## config.mk

```make
export PLATFORM = sky130hd
export DESIGN_NAME = ip_codma_bus_arbiter_flat
export DESIGN_NICKNAME = d
export VERILOG_FILES = /design/src/rtl/ip_codma_bus_arbiter_if.sv /design/src/rtl/ip_codma_bus_arbiter.sv /design/src/flat_wrapper.sv
export SDC_FILE = /design/constraint.sdc
export NUM_CORES = 1
export LEC_CHECK = 0
export BUFFER_PORTS_ARGS = -buffer_cell sky130_fd_sc_hd__buf_2
export CAP_MARGIN = 20
export CORE_UTILIZATION = 35
export CTS_CLUSTER_DIAMETER = 80
export DETAILED_ROUTE_END_ITERATION = 8
export PLACE_DENSITY = 0.72
export SYNTH_ARGS = -nofsm -noshare
export SYNTH_HDL_FRONTEND = slang
export SYNTH_SLANG_ARGS = --single-unit
```

## constraint.sdc

```tcl
create_clock -name clk_i -period 3.31 [get_ports clk_i]
set_input_delay 0.4965 -clock clk_i [delete_from_list [all_inputs] [get_ports clk_i]]
set_output_delay 0.4965 -clock clk_i [all_outputs]
set_load 0.02 [all_outputs]
```

## src/rtl/ip_codma_bus_arbiter_if.sv

```systemverilog
// Requester-side and memory-bus signal bundle for the codma bus arbiter.
// The arbiter takes the master view; requesters/memory model take the slave view.
interface ip_codma_bus_arbiter_if #(
  parameter int NUM_REQ = 2,
  parameter int ADDR_W  = 32,
  parameter int DATA_W  = 64,
  parameter int SIZE_W  = 4
);
  logic [NUM_REQ-1:0]        req_rd_i;
  logic [NUM_REQ-1:0]        req_wr_i;
  logic [NUM_REQ*ADDR_W-1:0] req_addr_i;
  logic [NUM_REQ*SIZE_W-1:0] req_size_i;
  logic [NUM_REQ*DATA_W-1:0] req_wdata_i;
  logic [NUM_REQ-1:0]        req_done_i;
  logic                      error_i;
  logic                      bus_grant_i;
  logic [NUM_REQ-1:0]        grant_o;
  logic                      bus_read_o;
  logic                      bus_write_o;
  logic                      bus_write_valid_o;
  logic [ADDR_W-1:0]         bus_addr_o;
  logic [SIZE_W-1:0]         bus_size_o;
  logic [DATA_W-1:0]         bus_write_data_o;
  logic                      busy_o;
  logic                      timeout_o;

  modport master (
    input  req_rd_i, req_wr_i, req_addr_i, req_size_i, req_wdata_i, req_done_i,
           error_i, bus_grant_i,
    output grant_o, bus_read_o, bus_write_o, bus_write_valid_o, bus_addr_o,
           bus_size_o, bus_write_data_o, busy_o, timeout_o
  );

  modport slave (
    output req_rd_i, req_wr_i, req_addr_i, req_size_i, req_wdata_i, req_done_i,
           error_i, bus_grant_i,
    input  grant_o, bus_read_o, bus_write_o, bus_write_valid_o, bus_addr_o,
           bus_size_o, bus_write_data_o, busy_o, timeout_o
  );
endinterface

```

## src/rtl/ip_codma_bus_arbiter.sv

```systemverilog
// Round-robin N-requester arbiter and sole registered driver of the codma memory bus.
// Optional ask-phase watchdog enabled by defining CODMA_ARB_TIMEOUT_EN.

// Per-channel request qualification against the current owner.
module ip_codma_bus_arbiter_lane (
  input  logic rd,
  input  logic wr,
  input  logic done,
  input  logic is_owner,
  input  logic op_wr,
  output logic active,
  output logic own_req,
  output logic own_done
);
  assign active   = rd | wr;
  assign own_req  = is_owner & (op_wr ? wr : rd);
  assign own_done = is_owner & done;
endmodule

module ip_codma_bus_arbiter #(
  parameter int NUM_REQ        = 2,
  parameter int ADDR_W         = 32,
  parameter int DATA_W         = 64,
  parameter int SIZE_W         = 4,
  parameter int IDLE_SIZE      = 9,
  parameter int TIMEOUT_CYCLES = 64
) (
  input logic                    clk_i,
  input logic                    reset_n_i,
  ip_codma_bus_arbiter_if.master bus
);
  localparam int PTR_W = (NUM_REQ > 1) ? $clog2(NUM_REQ) : 1;
  localparam logic [PTR_W:0]  NREQ     = (PTR_W+1)'(NUM_REQ);
  localparam logic [PTR_W-1:0] LAST    = PTR_W'(NUM_REQ - 1);
  localparam logic [SIZE_W-1:0] IDLE_SZ = SIZE_W'(IDLE_SIZE);

  typedef enum logic [2:0] {
    ARB_IDLE    = 3'd0,
    ARB_ASK     = 3'd1,
    ARB_XFER    = 3'd2,
    ARB_RELEASE = 3'd3
  } arb_state_e;

  arb_state_e state_q, state_d;
  logic [PTR_W-1:0] ptr_q, ptr_d, owner_q, owner_d, sel_idx;
  logic             op_wr_q, op_wr_d, sel_found;
  logic             error_q, err_rise, ask_limit, timeout_d;

  logic [NUM_REQ-1:0][ADDR_W-1:0] addr_a;
  logic [NUM_REQ-1:0][SIZE_W-1:0] size_a;
  logic [NUM_REQ-1:0][DATA_W-1:0] wdata_a;
  logic [NUM_REQ-1:0] owner_oh, active_v, own_req_v, own_done_v;
  logic               own_req, own_done;

  logic [NUM_REQ-1:0] grant_q, grant_d;
  logic               rd_q, rd_d, wr_q, wr_d, wv_q, wv_d, busy_q, timeout_q;
  logic [ADDR_W-1:0]  addr_q, addr_d;
  logic [SIZE_W-1:0]  size_q, size_d;
  logic [DATA_W-1:0]  data_q, data_d;

  assign addr_a  = bus.req_addr_i;
  assign size_a  = bus.req_size_i;
  assign wdata_a = bus.req_wdata_i;

  always_comb begin
    owner_oh          = '0;
    owner_oh[owner_q] = 1'b1;
  end

  for (genvar k = 0; k < NUM_REQ; k++) begin : g_lane
    ip_codma_bus_arbiter_lane u_lane (
      .rd       (bus.req_rd_i[k]),
      .wr       (bus.req_wr_i[k]),
      .done     (bus.req_done_i[k]),
      .is_owner (owner_oh[k]),
      .op_wr    (op_wr_q),
      .active   (active_v[k]),
      .own_req  (own_req_v[k]),
      .own_done (own_done_v[k])
    );
  end

  // Non-owner req_done is dropped here by the lane owner qualification.
  assign own_req  = |own_req_v;
  assign own_done = |own_done_v;
  assign err_rise = bus.error_i & ~error_q;

  // Rotating search: first active channel at or after the pointer.
  always_comb begin
    logic [PTR_W:0] idx;
    sel_found = 1'b0;
    sel_idx   = '0;
    for (int i = 0; i < NUM_REQ; i++) begin
      idx = {1'b0, ptr_q} + i[PTR_W:0];
      if (idx >= NREQ) idx = idx - NREQ;
      if (!sel_found && active_v[idx[PTR_W-1:0]]) begin
        sel_found = 1'b1;
        sel_idx   = idx[PTR_W-1:0];
      end
    end
  end

`ifdef CODMA_ARB_TIMEOUT_EN
  localparam int CNT_W = $clog2(TIMEOUT_CYCLES + 1);
  localparam logic [CNT_W-1:0] CNT_LIM = CNT_W'(TIMEOUT_CYCLES - 1);
  logic [CNT_W-1:0] ask_cnt_q;

  always_ff @(posedge clk_i or negedge reset_n_i) begin
    if (!reset_n_i)                 ask_cnt_q <= '0;
    else if (state_q != ARB_ASK)    ask_cnt_q <= '0;
    else if (ask_cnt_q != CNT_LIM)  ask_cnt_q <= ask_cnt_q + 1'b1;
  end

  assign ask_limit = (state_q == ARB_ASK) && (ask_cnt_q == CNT_LIM);
`else
  assign ask_limit = 1'b0;
`endif

  always_comb begin
    state_d   = state_q;
    owner_d   = owner_q;
    op_wr_d   = op_wr_q;
    ptr_d     = ptr_q;
    timeout_d = 1'b0;
    case (state_q)
      ARB_IDLE: begin
        if (sel_found) begin
          owner_d = sel_idx;
          op_wr_d = ~bus.req_rd_i[sel_idx];
          state_d = ARB_ASK;
        end
      end
      ARB_ASK: begin
        // A grant arriving on the watchdog limit cycle still wins.
        if (bus.bus_grant_i)   state_d = ARB_XFER;
        else if (!own_req)     state_d = ARB_RELEASE;
        else if (ask_limit) begin
          state_d   = ARB_RELEASE;
          timeout_d = 1'b1;
        end
      end
      ARB_XFER: begin
        if (own_done) state_d = ARB_RELEASE;
      end
      ARB_RELEASE: begin
        ptr_d   = (owner_q == LAST) ? '0 : owner_q + 1'b1;
        state_d = ARB_IDLE;
      end
      default: state_d = ARB_IDLE;
    endcase
    if (err_rise) begin
      state_d   = ARB_IDLE;
      timeout_d = 1'b0;
    end
  end

  // Bus outputs are registered from the next state so a strobe follows its request by one cycle.
  always_comb begin
    grant_d = '0;
    rd_d    = 1'b0;
    wr_d    = 1'b0;
    wv_d    = 1'b0;
    addr_d  = addr_q;
    size_d  = IDLE_SZ;
    data_d  = data_q;
    if (err_rise) begin
      size_d = size_q;
    end else begin
      case (state_d)
        ARB_ASK: begin
          grant_d[owner_d] = 1'b1;
          rd_d   = ~op_wr_d;
          wr_d   = op_wr_d;
          addr_d = addr_a[owner_d];
          size_d = size_a[owner_d];
        end
        ARB_XFER: begin
          grant_d[owner_d] = 1'b1;
          wv_d   = op_wr_d;
          addr_d = addr_a[owner_d];
          size_d = size_a[owner_d];
          if (op_wr_d) data_d = wdata_a[owner_d];
        end
        default: ;
      endcase
    end
  end

  always_ff @(posedge clk_i or negedge reset_n_i) begin
    if (!reset_n_i) begin
      state_q   <= ARB_IDLE;
      ptr_q     <= '0;
      owner_q   <= '0;
      op_wr_q   <= 1'b0;
      error_q   <= 1'b0;
      grant_q   <= '0;
      rd_q      <= 1'b0;
      wr_q      <= 1'b0;
      wv_q      <= 1'b0;
      addr_q    <= '0;
      size_q    <= IDLE_SZ;
      data_q    <= '0;
      busy_q    <= 1'b0;
      timeout_q <= 1'b0;
    end else begin
      state_q   <= state_d;
      ptr_q     <= ptr_d;
      owner_q   <= owner_d;
      op_wr_q   <= op_wr_d;
      error_q   <= bus.error_i;
      grant_q   <= grant_d;
      rd_q      <= rd_d;
      wr_q      <= wr_d;
      wv_q      <= wv_d;
      addr_q    <= addr_d;
      size_q    <= size_d;
      data_q    <= data_d;
      busy_q    <= (state_d != ARB_IDLE);
      timeout_q <= timeout_d;
    end
  end

  assign bus.grant_o           = grant_q;
  assign bus.bus_read_o        = rd_q;
  assign bus.bus_write_o       = wr_q;
  assign bus.bus_write_valid_o = wv_q;
  assign bus.bus_addr_o        = addr_q;
  assign bus.bus_size_o        = size_q;
  assign bus.bus_write_data_o  = data_q;
  assign bus.busy_o            = busy_q;
  assign bus.timeout_o         = timeout_q;

  a_cfg_legal: assert property (@(posedge clk_i)
    (NUM_REQ >= 1) && (NUM_REQ <= 8) && (TIMEOUT_CYCLES >= 1));
  a_state_legal: assert property (@(posedge clk_i) disable iff (!reset_n_i)
    state_q inside {ARB_IDLE, ARB_ASK, ARB_XFER, ARB_RELEASE});
  a_grant_onehot0: assert property (@(posedge clk_i) disable iff (!reset_n_i)
    $onehot0(grant_q));
endmodule

```

## src/flat_wrapper.sv

```systemverilog
// flat-port wrapper written by rule: the top's interface ports become plain ports
module ip_codma_bus_arbiter_flat 
#(
  parameter int NUM_REQ        = 2,
  parameter int ADDR_W         = 32,
  parameter int DATA_W         = 64,
  parameter int SIZE_W         = 4,
  parameter int IDLE_SIZE      = 9,
  parameter int TIMEOUT_CYCLES = 64
)
  (clk_i, reset_n_i, bus_req_rd_i, bus_req_wr_i, bus_req_addr_i, bus_req_size_i, bus_req_wdata_i, bus_req_done_i, bus_error_i, bus_bus_grant_i, bus_grant_o, bus_bus_read_o, bus_bus_write_o, bus_bus_write_valid_o, bus_bus_addr_o, bus_bus_size_o, bus_bus_write_data_o, bus_busy_o, bus_timeout_o);
  ip_codma_bus_arbiter_if #(.NUM_REQ(NUM_REQ), .ADDR_W(ADDR_W), .DATA_W(DATA_W), .SIZE_W(SIZE_W)) bus_i ();
  input logic clk_i;
  input logic reset_n_i;
  input wire logic [$bits(bus_i.req_rd_i)-1:0] bus_req_rd_i;
  input wire logic [$bits(bus_i.req_wr_i)-1:0] bus_req_wr_i;
  input wire logic [$bits(bus_i.req_addr_i)-1:0] bus_req_addr_i;
  input wire logic [$bits(bus_i.req_size_i)-1:0] bus_req_size_i;
  input wire logic [$bits(bus_i.req_wdata_i)-1:0] bus_req_wdata_i;
  input wire logic [$bits(bus_i.req_done_i)-1:0] bus_req_done_i;
  input wire logic [$bits(bus_i.error_i)-1:0] bus_error_i;
  input wire logic [$bits(bus_i.bus_grant_i)-1:0] bus_bus_grant_i;
  output wire logic [$bits(bus_i.grant_o)-1:0] bus_grant_o;
  output wire logic [$bits(bus_i.bus_read_o)-1:0] bus_bus_read_o;
  output wire logic [$bits(bus_i.bus_write_o)-1:0] bus_bus_write_o;
  output wire logic [$bits(bus_i.bus_write_valid_o)-1:0] bus_bus_write_valid_o;
  output wire logic [$bits(bus_i.bus_addr_o)-1:0] bus_bus_addr_o;
  output wire logic [$bits(bus_i.bus_size_o)-1:0] bus_bus_size_o;
  output wire logic [$bits(bus_i.bus_write_data_o)-1:0] bus_bus_write_data_o;
  output wire logic [$bits(bus_i.busy_o)-1:0] bus_busy_o;
  output wire logic [$bits(bus_i.timeout_o)-1:0] bus_timeout_o;
  assign bus_i.req_rd_i = bus_req_rd_i;
  assign bus_i.req_wr_i = bus_req_wr_i;
  assign bus_i.req_addr_i = bus_req_addr_i;
  assign bus_i.req_size_i = bus_req_size_i;
  assign bus_i.req_wdata_i = bus_req_wdata_i;
  assign bus_i.req_done_i = bus_req_done_i;
  assign bus_i.error_i = bus_error_i;
  assign bus_i.bus_grant_i = bus_bus_grant_i;
  assign bus_grant_o = bus_i.grant_o;
  assign bus_bus_read_o = bus_i.bus_read_o;
  assign bus_bus_write_o = bus_i.bus_write_o;
  assign bus_bus_write_valid_o = bus_i.bus_write_valid_o;
  assign bus_bus_addr_o = bus_i.bus_addr_o;
  assign bus_bus_size_o = bus_i.bus_size_o;
  assign bus_bus_write_data_o = bus_i.bus_write_data_o;
  assign bus_busy_o = bus_i.busy_o;
  assign bus_timeout_o = bus_i.timeout_o;
  ip_codma_bus_arbiter #(.NUM_REQ(NUM_REQ), .ADDR_W(ADDR_W), .DATA_W(DATA_W), .SIZE_W(SIZE_W), .IDLE_SIZE(IDLE_SIZE), .TIMEOUT_CYCLES(TIMEOUT_CYCLES)) u_core (.clk_i(clk_i), .reset_n_i(reset_n_i), .bus(bus_i));
endmodule
```

==> impl_metrics.py <==
metrics = {
    "run_status": {
        "status": "complete, no violations",
    },
    "run": {
        "cap_violations": 0,
    },
    "hold_path": {
        "hold_class": "in -> async",
    },
    "synth": {
        "ys_ff_latch": 113,
        "synth.largest_area_cell": "dfrtp_1",
        "synth_top_area_share_pct": 50.35,
        "ys_top_cells_by_area": "dfrtp_1 50%, mux2_2 27%, mux2_1 13%",
        "ys.flop_type": "dfrtp_1",
        "yosysSeqAreaShare_pct": 51.30,
        "syn-instance-count": 382,
        "synth_edf_count": 0,
        "synth_area_um2": 5517,
        "async_flop_share_pct": 100.0,
        "ys_warn_count": 0,
        "synth_cell_types": 36,
        "postSynthAreaPerCell_um2": 14.44,
    },
    "global_route": {
        "grt_first_pass_wirelength_mm": 20.87,
        "grt_util_met1_pct": 19.38,
        "grt_max_degree": 63,
        "grtUsageMet3_pct": 5.863,
        "grt-ovfl-total": 0,
        "antenna_found_initial": 3,
        "grt_usage_pct": 16.79,
        "busiest_layer": "met2",
        "grt_pass1_vias": 4075,
        "grtUsageMet2_pct": 28.16,
    },
    "final_layout": {
        "layout-drive-gt1-share_pct": 68.26,
        "fill_cells": 1379,
        "area_growth_pct": 44.09,
        "utilization_pct": 51.90,
        "final_nets": 909,
        "multi_input_area_um2": 2540,
        "layout_commonest_cell": "buf_2",
        "layout_common_cells": "314 x buf_2, 131 x mux2_2, 111 x dfrtp_1, 63 x mux2_1, 17 x clkbuf_16",
        "register_area_um2": 2830,
    },
    "worst_setup_path": {
        "crit_type": "reg -> reg",
        "required_ps": 3590,
        "path_max_fanout": 50,
        "cpPeakStageDelay_ps": 500,
        "arrival_ps": 2840,
        "crit_slowest_cell": "buf_4",
        "crit_path_end_kind": "register",
        "crit_chain": "nor3_1, o21a_1, o21a_4, buf_4, mux2_2, mux2_1",
        "worstSetupStartpointType": "register",
    },
    "routing": {
        "drc_errors": 0,
        "wl_per_cell_um": 14.70,
        "drt_pass1_iterations": 4,
        "wirelength_mm": 13.61,
        "routed_via_density": 4.583,
        "dr_total_vias": 4244,
        "drt_iter0_drc": 97,
        "ant_nets": 0,
    },
    "clock_network": {
        "htree_levels": 4,
        "cts_buffers": 17,
        "cts_tree": "done",
        "clk_latency_ps": 400,
        "clock-root-buffer": "clkbuf_16",
        "clockBufferDepth": 2,
        "cts_resized": 0,
        "cts_hold_buf": 0,
        "cts_sinks": 113,
        "cts_setup_buffers": 0,
        "clkTransAtPathRegs_ps": 50,
    },
    "die": {
        "rows": 45,
        "die_w_um": 127.5,
        "core_um2": 15310,
        "io_pins": 317,
        "start_util_pct": 36.02,
        "die_y_um": 127.5,
        "die-area_um2": 16270,
    },
    "timing": {
        "maxSlewViolCount": 0,
        "fin_crit_ps": 2555,
        "finalClockSkew_ps": 7.817,
        "setup_viol": 0,
        "rsz0062_at_grt": "false",
        "min_period_over_period_pct": 77.19,
        "hold_viol_final": 0,
        "tightestPinTransition_ps": 695.6,
        "maxSlewHeadroom_pct": 53.62,
        "fmax_mhz": 391.4,
        "timing.final.ws_setup_ps": 754.9,
        "finalSetupTns_ps": 0,
    },
    "placement": {
        "io_buffer_count": 315,
        "detailed_place_hpwl_mm": 10.39,
        "gp_congestion": 0.7658,
        "place_ws_ps": 498.6,
    },
    "pwr": {
        "power_leakage_nw": 4.005,
        "irDropWorstVdd_mv": 0.3650,
        "p_per_area_nw_per_um2": 801.7,
    },
}
-- where the power goes --
part | switching [mW] | internal (mW)
Clock | 0.607 | 1.29
Combinational | 1.29 | 1.01
Sequential | 0.251 | 1.92
-- worst paths after layout --
| kind | from | end | slack [ps] | depth (start not counted) |
|---|---|---|---|---|
| min in group clk_i | bus_error_i | u_core.error_q | 230 | 1 |
| max in group asynchronous | reset_n_i | u_core.bus.bus_size_o[3] | 2370 | 2 |
| worst max-delay path | u_core.state_q[0] | u_core.bus.bus_write_data_o[60] | 750 | 6 |
| worst max register to register | u_core.state_q[0] | u_core.bus.bus_write_data_o[60] | 750 | 6 |
| worst min register to register | u_core.bus.bus_write_data_o[55] | u_core.bus.bus_write_data_o[55] | 480 | 1 |
| worst min-delay path | reset_n_i | u_core.bus.bus_write_data_o[14] | 140 | 1 |
-- cell families (layout without fill, tap and decap cells) --
| kind of cell | Yosys count | in the layout | synth area share [%] |
|---|---|---|---|
| AO/OA/AOI/OAI | 18 | 18 | 2.245 |
| AND/OR/NAND/NOR | 22 | 22 | 2.314 |
| buffers and inverters | 27 | 356 | 3.221 |
| other | 1 | 5 | 0.06798 |
| flip-flops | 113 | 113 | 51.30 |
| XOR/XNOR | 1 | 1 | 0.1588 |
| multiplexers | 200 | 200 | 40.69 |
-- layer usage --
layer,routed length [um],vias to the layer above
met5,0,-
met4,320,0
met3,903,22
met2,6755,169
met1,5629,2038
li1,-,2015
-- worst max-delay path, delay by kind of cell (launching register included) --
kind / cells / cell delay (ps)
buf+inv: 1 / 500
flops: 1 / 470
mux: 2 / 720
compound gates: 2 / 340
simple gates: 1 / 360
-- Yosys cell counts, drive strengths merged (2+ instances only) --
cell    instances
a211oi          2
nor2b           2
buf            21
o21ai           3
a21oi           2
nor2            5
nand2b          2
inv             3
o22ai           2
nor3            3
mux2i           6
nand2           3
mux2          194
dfstp           2
or4             2
o21a            3
clkbuf          3
dfrtp         111
a22o            2
-- sequential cells by signal, summed over array words and instances, names as in the netlist --
register,cells
u_core.bus.bus_addr_o,32
u_core.bus.bus_read_o,1
u_core.bus.bus_size_o,4
u_core.bus.bus_write_data_o,64
u_core.bus.bus_write_o,1
u_core.bus.bus_write_valid_o,1
u_core.bus.busy_o,1
u_core.bus.grant_o,2
u_core.error_q,1
u_core.op_wr_q,1
u_core.owner_q,1
u_core.ptr_q,1
u_core.state_q,3
-- area by class of cell --
type                            count  share of cell area (%)
Sequential cell                   113                   35.61
Multi-Input combinational cell    243                   31.95
Timing Repair Buffer              321                   21.06
Clock buffer                       22                   5.840
Tap cell                          211                   3.321
Clock inverter                     10                   1.983
Inverter                            3                  0.1417
Antenna cell                        3                 0.09444
-- stage by stage --
stage | std cells | area, um2 | hold slack [ps] | power (mW)
global placement | 891 | 7320 | 462.1 | 4.482
finish | 926 | 7949 | 144.7 | 6.372
CTS | 923 | 7941 | 137.3 | 6.467
detailed placement | 891 | 7320 | 469.2 | 4.532
global route | 926 | 7949 | 173.6 | 6.712
floorplan | 383 | 5520 | 200.9 | 3.630
(Power assumes the default switching activity.)
